<file path="config.mk">
export PLATFORM = sky130hd
export DESIGN_NAME = rom_stream_reader
export DESIGN_NICKNAME = d
export VERILOG_FILES = /design/src/rtl/rom_stream_reader_pkg.sv /design/src/rtl/rom_stream_fifo.sv /design/src/rtl/rom_stream_reader.sv
export SDC_FILE = /design/constraint.sdc
export NUM_CORES = 1
export LEC_CHECK = 0
export ABC_AREA = 1
export BUFFER_PORTS_ARGS = -buffer_cell sky130_fd_sc_hd__clkbuf_2
export CORE_UTILIZATION = 57
export DETAILED_ROUTE_END_ITERATION = 16
export PLACE_DENSITY_LB_ADDON = 0.25
export SLEW_MARGIN = 10
export SYNTH_ARGS = -nofsm -noshare
export SYNTH_HDL_FRONTEND = slang
export SYNTH_SLANG_ARGS = --single-unit
</file>
<file path="constraint.sdc">
create_clock -name clk -period 3.5 [get_ports clk]
set_input_delay 0.175 -clock clk [delete_from_list [all_inputs] [get_ports clk]]
set_output_delay 0.175 -clock clk [all_outputs]
set_load 0.03 [all_outputs]
</file>
<file path="src/rtl/rom_stream_reader_pkg.sv">
// Shared types and constants for the ROM stream reader: FSM encoding and
// output FIFO depth.
package rom_stream_reader_pkg;

    typedef enum logic [1:0] {
        ST_IDLE  = 2'd0,
        ST_ISSUE = 2'd1,
        ST_DRAIN = 2'd2,
        ST_DONE  = 2'd3
    } state_e;

    localparam int FIFO_DEPTH = 2;

endpackage

</file>
<file path="src/rtl/rom_stream_fifo.sv">
// Two-entry output FIFO with a fall-through head: a word pushed into an empty
// FIFO is visible on dout in the same cycle and bypasses storage if popped.
module rom_stream_fifo
    import rom_stream_reader_pkg::*;
#(
    parameter int WIDTH = 9
) (
    input  logic             clk,
    input  logic             rst,
    input  logic             push,
    input  logic [WIDTH-1:0] din,
    input  logic             pop,
    output logic [WIDTH-1:0] dout,
    output logic [1:0]       count
);

    logic [WIDTH-1:0] mem_q [FIFO_DEPTH];
    logic [WIDTH-1:0] mem_d [FIFO_DEPTH];
    logic             wr_ptr_q, wr_ptr_d;
    logic             rd_ptr_q, rd_ptr_d;
    logic [1:0]       count_q, count_d;
    logic             empty;
    logic             store;
    logic             drain;

    assign empty = (count_q == 2'd0);
    // A push into an empty FIFO that is popped in the same cycle never lands.
    assign store = push & ~(pop & empty);
    assign drain = pop & ~empty;
    assign dout  = empty ? din : mem_q[rd_ptr_q];
    assign count = count_q;

    always_comb begin
        mem_d = mem_q;
        if (store) begin
            mem_d[wr_ptr_q] = din;
        end
        wr_ptr_d = wr_ptr_q ^ store;
        rd_ptr_d = rd_ptr_q ^ drain;
        count_d  = count_q + {1'b0, store} - {1'b0, drain};
    end

    always_ff @(posedge clk or posedge rst) begin
        if (rst) begin
            wr_ptr_q <= 1'b0;
            rd_ptr_q <= 1'b0;
            count_q  <= 2'd0;
        end else begin
            wr_ptr_q <= wr_ptr_d;
            rd_ptr_q <= rd_ptr_d;
            count_q  <= count_d;
        end
    end

    always_ff @(posedge clk) begin
        mem_q <= mem_d;
    end

endmodule

</file>
<file path="src/rtl/rom_stream_reader.sv">
// Address sequencer for a 1-cycle-latency synchronous ROM feeding a
// valid/ready stream; reads are credit-limited so the 2-entry FIFO never overflows.
module rom_stream_reader
    import rom_stream_reader_pkg::*;
#(
    parameter int ROM_WIDTH     = 8,
    parameter int ROM_ADDR_BITS = 10,
    parameter int LEN_BITS      = ROM_ADDR_BITS + 1
) (
    input  logic                     clk,
    input  logic                     rst,
    input  logic                     start,
    input  logic [ROM_ADDR_BITS-1:0] base_addr,
    input  logic [LEN_BITS-1:0]      length,
    output logic                     busy,
    output logic                     done,
    output logic [ROM_ADDR_BITS-1:0] rom_addr,
    output logic                     rom_en,
    input  logic [ROM_WIDTH-1:0]     rom_data,
    output logic [ROM_WIDTH-1:0]     m_data,
    output logic                     m_valid,
    output logic                     m_last,
    input  logic                     m_ready
);

    state_e                   state_q, state_d;
    logic [ROM_ADDR_BITS-1:0] base_q, base_d;
    logic [LEN_BITS-1:0]      len_q, len_d;
    logic [LEN_BITS-1:0]      issue_cnt_q, issue_cnt_d;
    logic                     inflight_q, inflight_d;
    logic                     inflight_last_q, inflight_last_d;
    logic                     busy_q, busy_d;
    logic                     done_q, done_d;

    logic [ROM_WIDTH:0]       fifo_dout;
    logic [1:0]               fifo_count;
    logic                     pop;
    logic                     issue_last;
    logic signed [3:0]        credit;

    rom_stream_fifo #(
        .WIDTH (ROM_WIDTH + 1)
    ) u_fifo (
        .clk   (clk),
        .rst   (rst),
        .push  (inflight_q),
        .din   ({inflight_last_q, rom_data}),
        .pop   (pop),
        .dout  (fifo_dout),
        .count (fifo_count)
    );

    assign m_valid = (fifo_count != 2'd0) | inflight_q;
    assign pop     = m_valid & m_ready;
    assign m_data  = m_valid ? fifo_dout[ROM_WIDTH-1:0] : '0;
    assign m_last  = m_valid & fifo_dout[ROM_WIDTH];

    // Slots left once stored words and the read in flight are counted; a pop frees one now.
    assign credit = 4'sd2 - $signed({2'b00, fifo_count}) - $signed({3'b000, inflight_q})
                    + $signed({3'b000, pop});
    assign rom_en     = (state_q == ST_ISSUE) && (credit > 4'sd0);
    assign rom_addr   = base_q + issue_cnt_q[ROM_ADDR_BITS-1:0];
    assign issue_last = (issue_cnt_q == len_q - LEN_BITS'(1));
    assign busy       = busy_q;
    assign done       = done_q;

    always_comb begin
        state_d         = state_q;
        base_d          = base_q;
        len_d           = len_q;
        issue_cnt_d     = issue_cnt_q;
        inflight_d      = rom_en;
        inflight_last_d = rom_en & issue_last;
        case (state_q)
            ST_IDLE: begin
                if (start) begin
                    base_d      = base_addr;
                    len_d       = length;
                    issue_cnt_d = '0;
                    state_d     = (length == '0) ? ST_DONE : ST_ISSUE;
                end
            end
            ST_ISSUE: begin
                if (rom_en) begin
                    issue_cnt_d = issue_cnt_q + LEN_BITS'(1);
                    if (issue_last) begin
                        state_d = ST_DRAIN;
                    end
                end
            end
            ST_DRAIN: begin
                if (pop && m_last) begin
                    state_d = ST_DONE;
                end
            end
            default: begin
                state_d = ST_IDLE;
            end
        endcase
        busy_d = (state_d != ST_IDLE);
        done_d = (state_d == ST_DONE);
    end

    always_ff @(posedge clk or posedge rst) begin
        if (rst) begin
            state_q         <= ST_IDLE;
            base_q          <= '0;
            len_q           <= '0;
            issue_cnt_q     <= '0;
            inflight_q      <= 1'b0;
            inflight_last_q <= 1'b0;
            busy_q          <= 1'b0;
            done_q          <= 1'b0;
        end else begin
            state_q         <= state_d;
            base_q          <= base_d;
            len_q           <= len_d;
            issue_cnt_q     <= issue_cnt_d;
            inflight_q      <= inflight_d;
            inflight_last_q <= inflight_last_d;
            busy_q          <= busy_d;
            done_q          <= done_d;
        end
    end

endmodule

</file>
# ---- Word-level counts from Yosys, hierarchy flattened
# Cells that the tools add are included.
dict set report op_classes {
  eq_ne 6
  bitwise 13
  reduce_logical 11
  order_cmp 4
  addsub 8
  n_mux 17
}
# op n
set ops {}
lappend ops {{$mux 9} 5}
lappend ops {{$mux 11} 2}
lappend ops {{$pmux 11 s2} 1}
lappend ops {{$bwmux 18} 1}
lappend ops {{$add 11x1->11 const B} 1}
lappend ops {{$eq 11x11->1} 1}
lappend ops {{$logic_not 11->1} 1}
lappend ops {{$sub 11x1->11 const B} 1}
lappend ops {{$add 10x10->10} 1}
lappend ops {{$mux 2} 5}
lappend ops {{$demux 9 s1} 1}
lappend ops {{$mux 8} 1}
lappend ops {{$and 1x1->1} 6}
lappend ops {{$pmux 2 s3} 1}
lappend ops {{$reduce_bool 2->1} 3}
lappend ops {{$add 4x2->4} 1}
lappend ops {{$eq 2x2->1 const B} 2}
lappend ops {{$ge 2x2->1 const B} 2}
lappend ops {{$gt 4x1->1 const B} 1}
lappend ops {{$logic_not 2->1} 2}
lappend ops {{$ne 2x2->1 const B} 2}
lappend ops {{$not 1->2} 2}
lappend ops {{$sub 3x2->4} 1}
lappend ops {{$logic_and 1x1->1} 3}
lappend ops {{10 further kinds} 12}
dict set report totals {
  out_inout_bits 23
  elab_cells 72
  reg_bits 60
}

# ---- Longest topological paths before layout
dict set report depth {
  word_depth 10
  depth_mapped 22
}

# ---- By module
# Synthesis repeated with hierarchy kept, for this count alone.
dict set report unflattened {
  hier_cells 497
  area_unflattened_um2 3778.6
}
# mod n_inst area_per_inst_um2 seq_area_each_um2 cells_each
set by_module_without_submodules {}
lappend by_module_without_submodules {rom_stream_reader 1 2753.9 950.9 391}
lappend by_module_without_submodules {rom_stream_fifo 1 1024.7 640.6 106}

# ---- Worst setup path before layout
# OpenSTA, ideal clock, no wires.
dict set report synth_path {
  path_type {reg2reg}
  start {register u_fifo.count_q[0] (netlist: u_fifo.count[0])}
  end {register inflight_last_q}
  path_stages_with_launch 21
  n_path_buf 1
  required_ps 3414
  period_less_slack_ps 2905
  path_slack_ps 595
  arrival_ps 2819
  cell_sequence {dfrtp_1 > inv_1 > ha_1 > inv_2 > buf_6 > nor2_1 > inv_1 > nand2_1 > inv_1 > ha_1 > inv_1 > fa_1 > inv_1 > nor2_1 > nand3_1 > nand3_4 > inv_1 > nand3_1 > nor2_1 > nand2_1 > nor3_1}
}
dict set report synth_between {
  elab_chain_len 7
  word_cells_on_any_way 9
  cone_classes {3 x add/sub; 1 x order compare; 3 x bitwise; 2 x reduce/logical}
}
# item line
set synth_rtl {}
lappend synth_rtl {{from (decl)} rom_stream_fifo.sv:21} ;# logic [1:0] count_q, count_d;
lappend synth_rtl {{from (signal assigned)} rom_stream_fifo.sv:51} ;# count_q <= count_d;
lappend synth_rtl {{$reduce_bool 2->1} rom_stream_reader.sv:53} ;# assign m_valid = (fifo_count != 2'd0) | inflight_q;
lappend synth_rtl {{$or 1x1->1} rom_stream_reader.sv:53}
lappend synth_rtl {{named net m_valid} rom_stream_reader.sv:21} ;# output logic m_valid,
lappend synth_rtl {{$and 1x1->1} rom_stream_reader.sv:54} ;# assign pop = m_valid & m_ready;
lappend synth_rtl {{$add 4x2->4} rom_stream_reader.sv:60} ;# + $signed({3'b000, pop});
lappend synth_rtl {{$gt 4x1->1} rom_stream_reader.sv:61} ;# assign rom_en = (state_q == ST_ISSUE) && (credit > 4'sd0);
lappend synth_rtl {{$logic_and 1x1->1} rom_stream_reader.sv:61}
lappend synth_rtl {{named net rom_en} rom_stream_reader.sv:18} ;# output logic rom_en,
lappend synth_rtl {{$and 1x1->1} rom_stream_reader.sv:73} ;# inflight_last_d = rom_en & issue_last;
lappend synth_rtl {{named net inflight_last_d} rom_stream_reader.sv:31} ;# logic inflight_last_q, inflight_last_d;
lappend synth_rtl {{to (signal assigned)} rom_stream_reader.sv:120} ;# inflight_last_q <= inflight_last_d;
lappend synth_rtl {{to (decl)} rom_stream_reader.sv:31}
# The timed path passes the listed nets, and every way through them passes these cells.
# A chain may end at the register's enable or synchronous reset.

# ---- Worst setup path after layout
dict set report layout_path {
  start {register u_fifo.count_q[0] (netlist: u_fifo.count[0])}
  end {output rom_en}
}
dict set report layout_between {
  elab_chain_len 6
  word_cells_on_any_way 8
  cone_classes {3 x add/sub; 1 x order compare; 2 x bitwise; 2 x reduce/logical}
}
# item line
set layout_rtl {}
lappend layout_rtl {{parallel branches: the longest is 3 deep, another holds $sub 3x2->4} --}
lappend layout_rtl {{$add 4x2->4 (*)} rom_stream_reader.sv:60}
lappend layout_rtl {{$gt 4x1->1 (*)} rom_stream_reader.sv:61}
lappend layout_rtl {{$logic_and 1x1->1 (*)} rom_stream_reader.sv:61}
lappend layout_rtl {{to (decl)} rom_stream_reader.sv:18}
# Mark *: on every way between the ends.

==> impl_summary.log <==
[metrics] adder-cell share of the synthesized area: 0.07873
[metrics] gr busiest metal: met2
[metrics] worst hold slack: 0.02051 ns
[metrics] total global routing track utilization: 0.2708
[metrics] root buffer cell: sky130_fd_sc_hd__clkbuf_8
[metrics] setup violation total in the final timing report: 0
[metrics] Site Rows: 28
[metrics] launching instance or port of the critical path: u_fifo.count[0]$_DFF_PP0_
[metrics] max capacitance violation total: 0
[metrics] worst clock skew: 0.007825 ns
[metrics] Crit-path slowest cell: sky130_fd_sc_hd__fa_1
[metrics] maximum cell stage delay along the critical path: 0.42 ns
[metrics] multiplexer share of the synthesized area: 0.002762
[metrics] total number of vias: 3097
[metrics] Sw Ratio: 0.5151
[metrics] xor and xnor area share after synthesis: 0.05076
[metrics] Main synth FF type: sky130_fd_sc_hd__dfrtp_1
[metrics] power share of the clock group: 0.140
[metrics] total wire length after detailed routing: 8025 um
[metrics] net total in the final layout: 557
[metrics] leakage dissipation: 0.002117 uW
[metrics] average cell area after synthesis: 8.216 um^2
[metrics] core area: 6026 um^2
[metrics] # diodes: 0
[metrics] CTS Buf Count: 9
[metrics] critical-path cell list: inv_1, ha_1, inv_2, nor2_1, inv_1, nand2_1, inv_1, ha_1, inv_1, fa_1, inv_1, nor2_1, nand3_1, nand3_4, inv_1, clkbuf_2
[metrics] part of the total power dissipated in sequential elements: 0.274
[metrics] Die Outline Area: 6680 um^2
[metrics] Worst Hold Launch: base_addr[5]
[metrics] maximum clock path buffer count: 2
[metrics] number of nets still failing antenna checks after routing: 0
[metrics] kind of start point of the critical path: register
[metrics] kind of capture point of the worst setup path: primary output
[metrics] Horiz. Die Dim: 81.73 um
[metrics] top-level I/O count: 56
[metrics] Die Y-Extent: 81.73 um
[metrics] critical path class: reg2out
[metrics] number of distinct standard cells referenced by the synthesized netlist: 38
[metrics] endpoint arrival time on the critical path: 3.01 ns
[metrics] proportion of layout cells with a drive suffix above 1: 0.1890
[metrics] worst-path maximum fanout: 11
[metrics] cell with the most instances on the worst path: sky130_fd_sc_hd__inv_1
[metrics] global-route met1 utilization: 0.3458
[metrics] fraction of post-synthesis cell area in the top cell type by area: 0.2901
[metrics] source of the worst register-to-register timing path: u_fifo.count[0]$_DFF_PP0_
[metrics] flip-flop and latch count after synthesis: 60
[metrics] combinational fraction of design power: 0.587
[metrics] starting density of the core: 0.6013
[metrics] clock slew seen by the registers of the worst setup and hold paths: 0.08 ns
[metrics] Final Hold Viols: 0
[metrics] antenna violations before repair: 0
[metrics] area overhead of the layout relative to synthesis: 15.37%
[metrics] clock latency of the later-clocked register in the worst-skew pair: 0.34 ns
[metrics] Sink Count: 60
[metrics] switching power of the nets: 2333 uW
[metrics] setup tns final: 0 ns
[metrics] number of DRC violations after detailed routing: 0
[metrics] Detailed Route Iter0 Violations: 122
[metrics] unrepaired setup endpoints after global routing: no
[metrics] power density normalized to cell area: 1083 nW/um^2
[metrics] gpl congestion: 0.9042
[metrics] Tmin final: 3.187 ns
[metrics] met2 Use GR: 0.4421
[metrics] maximum ir drop on the vdd rail: 698.3 uV
[metrics] Area contributors post-synth: sky130_fd_sc_hd__dfrtp_1 29%, sky130_fd_sc_hd__edfxtp_1 15%, sky130_fd_sc_hd__nand2_1 11%, sky130_fd_sc_hd__ha_1 6.2%, sky130_fd_sc_hd__inv_1 5.8%
[metrics] number of global-route vias before repair: 2970
[metrics] largest net degree at the start of global routing: 43
[metrics] clock tree from TritonCTS: yes
[metrics] number of flops mapped to enable cells by yosys: 18
[metrics] dominant combinational cell family by area after synthesis: simple AND/OR/NAND/NOR gates
[metrics] dominant cell type by area after synthesis: sky130_fd_sc_hd__dfrtp_1
[metrics] post-synthesis net count: 495
[metrics] outcome: finished, final reports clean
[metrics] Commonest cells post-synth: 110 x sky130_fd_sc_hd__nand2_1, 56 x sky130_fd_sc_hd__inv_1, 44 x sky130_fd_sc_hd__nor2_1
[metrics] H-tree level count: 3
[metrics] sequential element share of the synthesized area: 0.4392
[metrics] # port buffers: 55
[metrics] Simple-Gate Fraction of Synth Area: 0.2721
[metrics] Mapped Cells: 441
[metrics] DP HPWL: 5991 um
[metrics] drt via density: 5.312
[metrics] type of the worst min-delay path: in2reg
[metrics] worst endpoint required time: 3.32 ns
[metrics] first-pass GRT wire length: 13340 um
[metrics] number of warnings issued by yosys: 0
[metrics] GR met3 Demand/Resource: 0.04889
[metrics] final critical-path share of the clock period: 0.9104
[metrics] number of detailed-routing iterations run before antenna repair: 4
[metrics] final global-route overflow total: 0
[metrics] Final Slew Violations: 0
[metrics] tightest slew margin relative to the limit: 0.4860
[metrics] share of flip-flops with an asynchronous set or reset after synthesis: 0.7000
[metrics] cell with the most instances after synthesis: sky130_fd_sc_hd__nand2_1
[metrics] highest clock rate: 313.8 MHz
[metrics] Cell Area, Synth: 3623 um^2
[metrics] cell internal pwr: 2196 uW
[metrics] synthesized-area fraction occupied by ao, oa, aoi and oai cells: 0.08667
[metrics] Slew @ Worst Pin: 0.7691 ns
[metrics] wire length per cell after detailed routing: 13.77 um
cells in the final DEF, fill, tap and decap left out, types with 2 or more instances in the layout:
cell type and count:
sky130_fd_sc_hd__nand2_1 110, sky130_fd_sc_hd__nand2_2 6, sky130_fd_sc_hd__nand2_4 2, sky130_fd_sc_hd__xor2_1 12
sky130_fd_sc_hd__nor2_4 4, sky130_fd_sc_hd__nor2_2 5, sky130_fd_sc_hd__inv_6 2, sky130_fd_sc_hd__nand3_2 2
sky130_fd_sc_hd__edfxtp_1 18, sky130_fd_sc_hd__fa_1 3, sky130_fd_sc_hd__ha_1 18, sky130_fd_sc_hd__clkbuf_8 9
sky130_fd_sc_hd__dfrtp_1 42, sky130_fd_sc_hd__a21oi_1 18, sky130_fd_sc_hd__o21ai_0 37, sky130_fd_sc_hd__inv_1 56
sky130_fd_sc_hd__clkinv_1 2, sky130_fd_sc_hd__clkinv_4 2, sky130_fd_sc_hd__nand4_1 8, sky130_fd_sc_hd__xnor2_1 9
sky130_fd_sc_hd__nand3b_1 2, sky130_fd_sc_hd__nor3_1 5, sky130_fd_sc_hd__nor2_1 44, sky130_fd_sc_hd__nand3_1 19
sky130_fd_sc_hd__buf_4 2, sky130_fd_sc_hd__clkbuf_2 55
registers in the layout, indices dropped and copies added, names as in the netlist:
register / cells
len_q: 11
issue_cnt_q: 11
u_fifo.mem_q: 18
u_fifo.rd_ptr_q: 1
inflight_last_q: 1
u_fifo.count: 2
done: 1
state_q: 2
busy: 1
u_fifo.wr_ptr_q: 1
inflight_q: 1
base_q: 10
kinds of logic after synthesis:
kind of cell / count (synthesis)
xor gates and xnor gates: 21
muxes: 1
buffers and inverters: 65
and+or+nand+nor: 213
adders and majority gates: 21
AOI/OAI and AO/OA: 60
DFF: 60
power groups by stage:
stage	logic [uW]	clock network, uW	registers (uW)
global route	2980	670	1270
detailed placement	2640	0	1250
CTS	2660	641	1240
floorplan	2070	0	1170
global placement	2560	0	1240
finish	2660	633	1240
critical path: cells and delay by family, from the launching register on:
kind | cells | cell delay, ns
adder cells (fa/ha/maj) | 3 | 0.97
buffers and inverters | 8 | 0.91
flip-flops | 1 | 0.36
AND/OR/NAND/NOR | 5 | 0.46
metrics by stage:
stage	area (um^2)	power, uW	cells	utilization	setup WS (ns)
after floorplan	3623	3239	441	-	0.5946
after global placement	3973	3803	566	0.6593	0.6602
after detailed placement	3973	3892	566	0.6593	0.3935
after CTS	4180	4539	583	0.6937	0.2972
after global routing	4180	4919	583	0.6937	0.009903
final	4180	4529	583	0.6937	0.3135
final timing paths:
path	slack [ns]	cells past startpoint	endpoint
setup / recovery	0.31	16	rom_en
hold / removal	0.02	3	base_q[5]$_DFFE_PP0P_
setup reg to reg	0.34	20	issue_cnt_q[10]$_DFFE_PP0P_
hold reg to reg	0.49	0	u_fifo.mem_q[17]$_DFFE_PP_
max in group asynchronous	2.61	4	base_q[9]$_DFFE_PP0P_
min in group asynchronous	0.50	4	base_q[2]$_DFFE_PP0P_
routing by layer:
layer  vias to the layer above  wire length (um)
met5                         -                 0
met3                        16               416
met4                         0               153
met1                      1435              3606
met2                        97              3848
li1                       1549                 -
timing repair:
action                                 4_1_cts  5_1_grt
gates resized for setup                      0        0
hold buffers                                 1        0
endpoints found under the hold margin       42        0
setup buffers                                0        0
cell type report:
class	instances	area, um^2
fillers	523	1846
multi-input cells	316	1779
flip-flops and latches	60	1592
repair buffers	58	300.3
inverters	58	217.7
clock buffers	9	123.9
well taps	75	93.84
clock inverters	7	73.82
(Power assumes the default switching activity.)
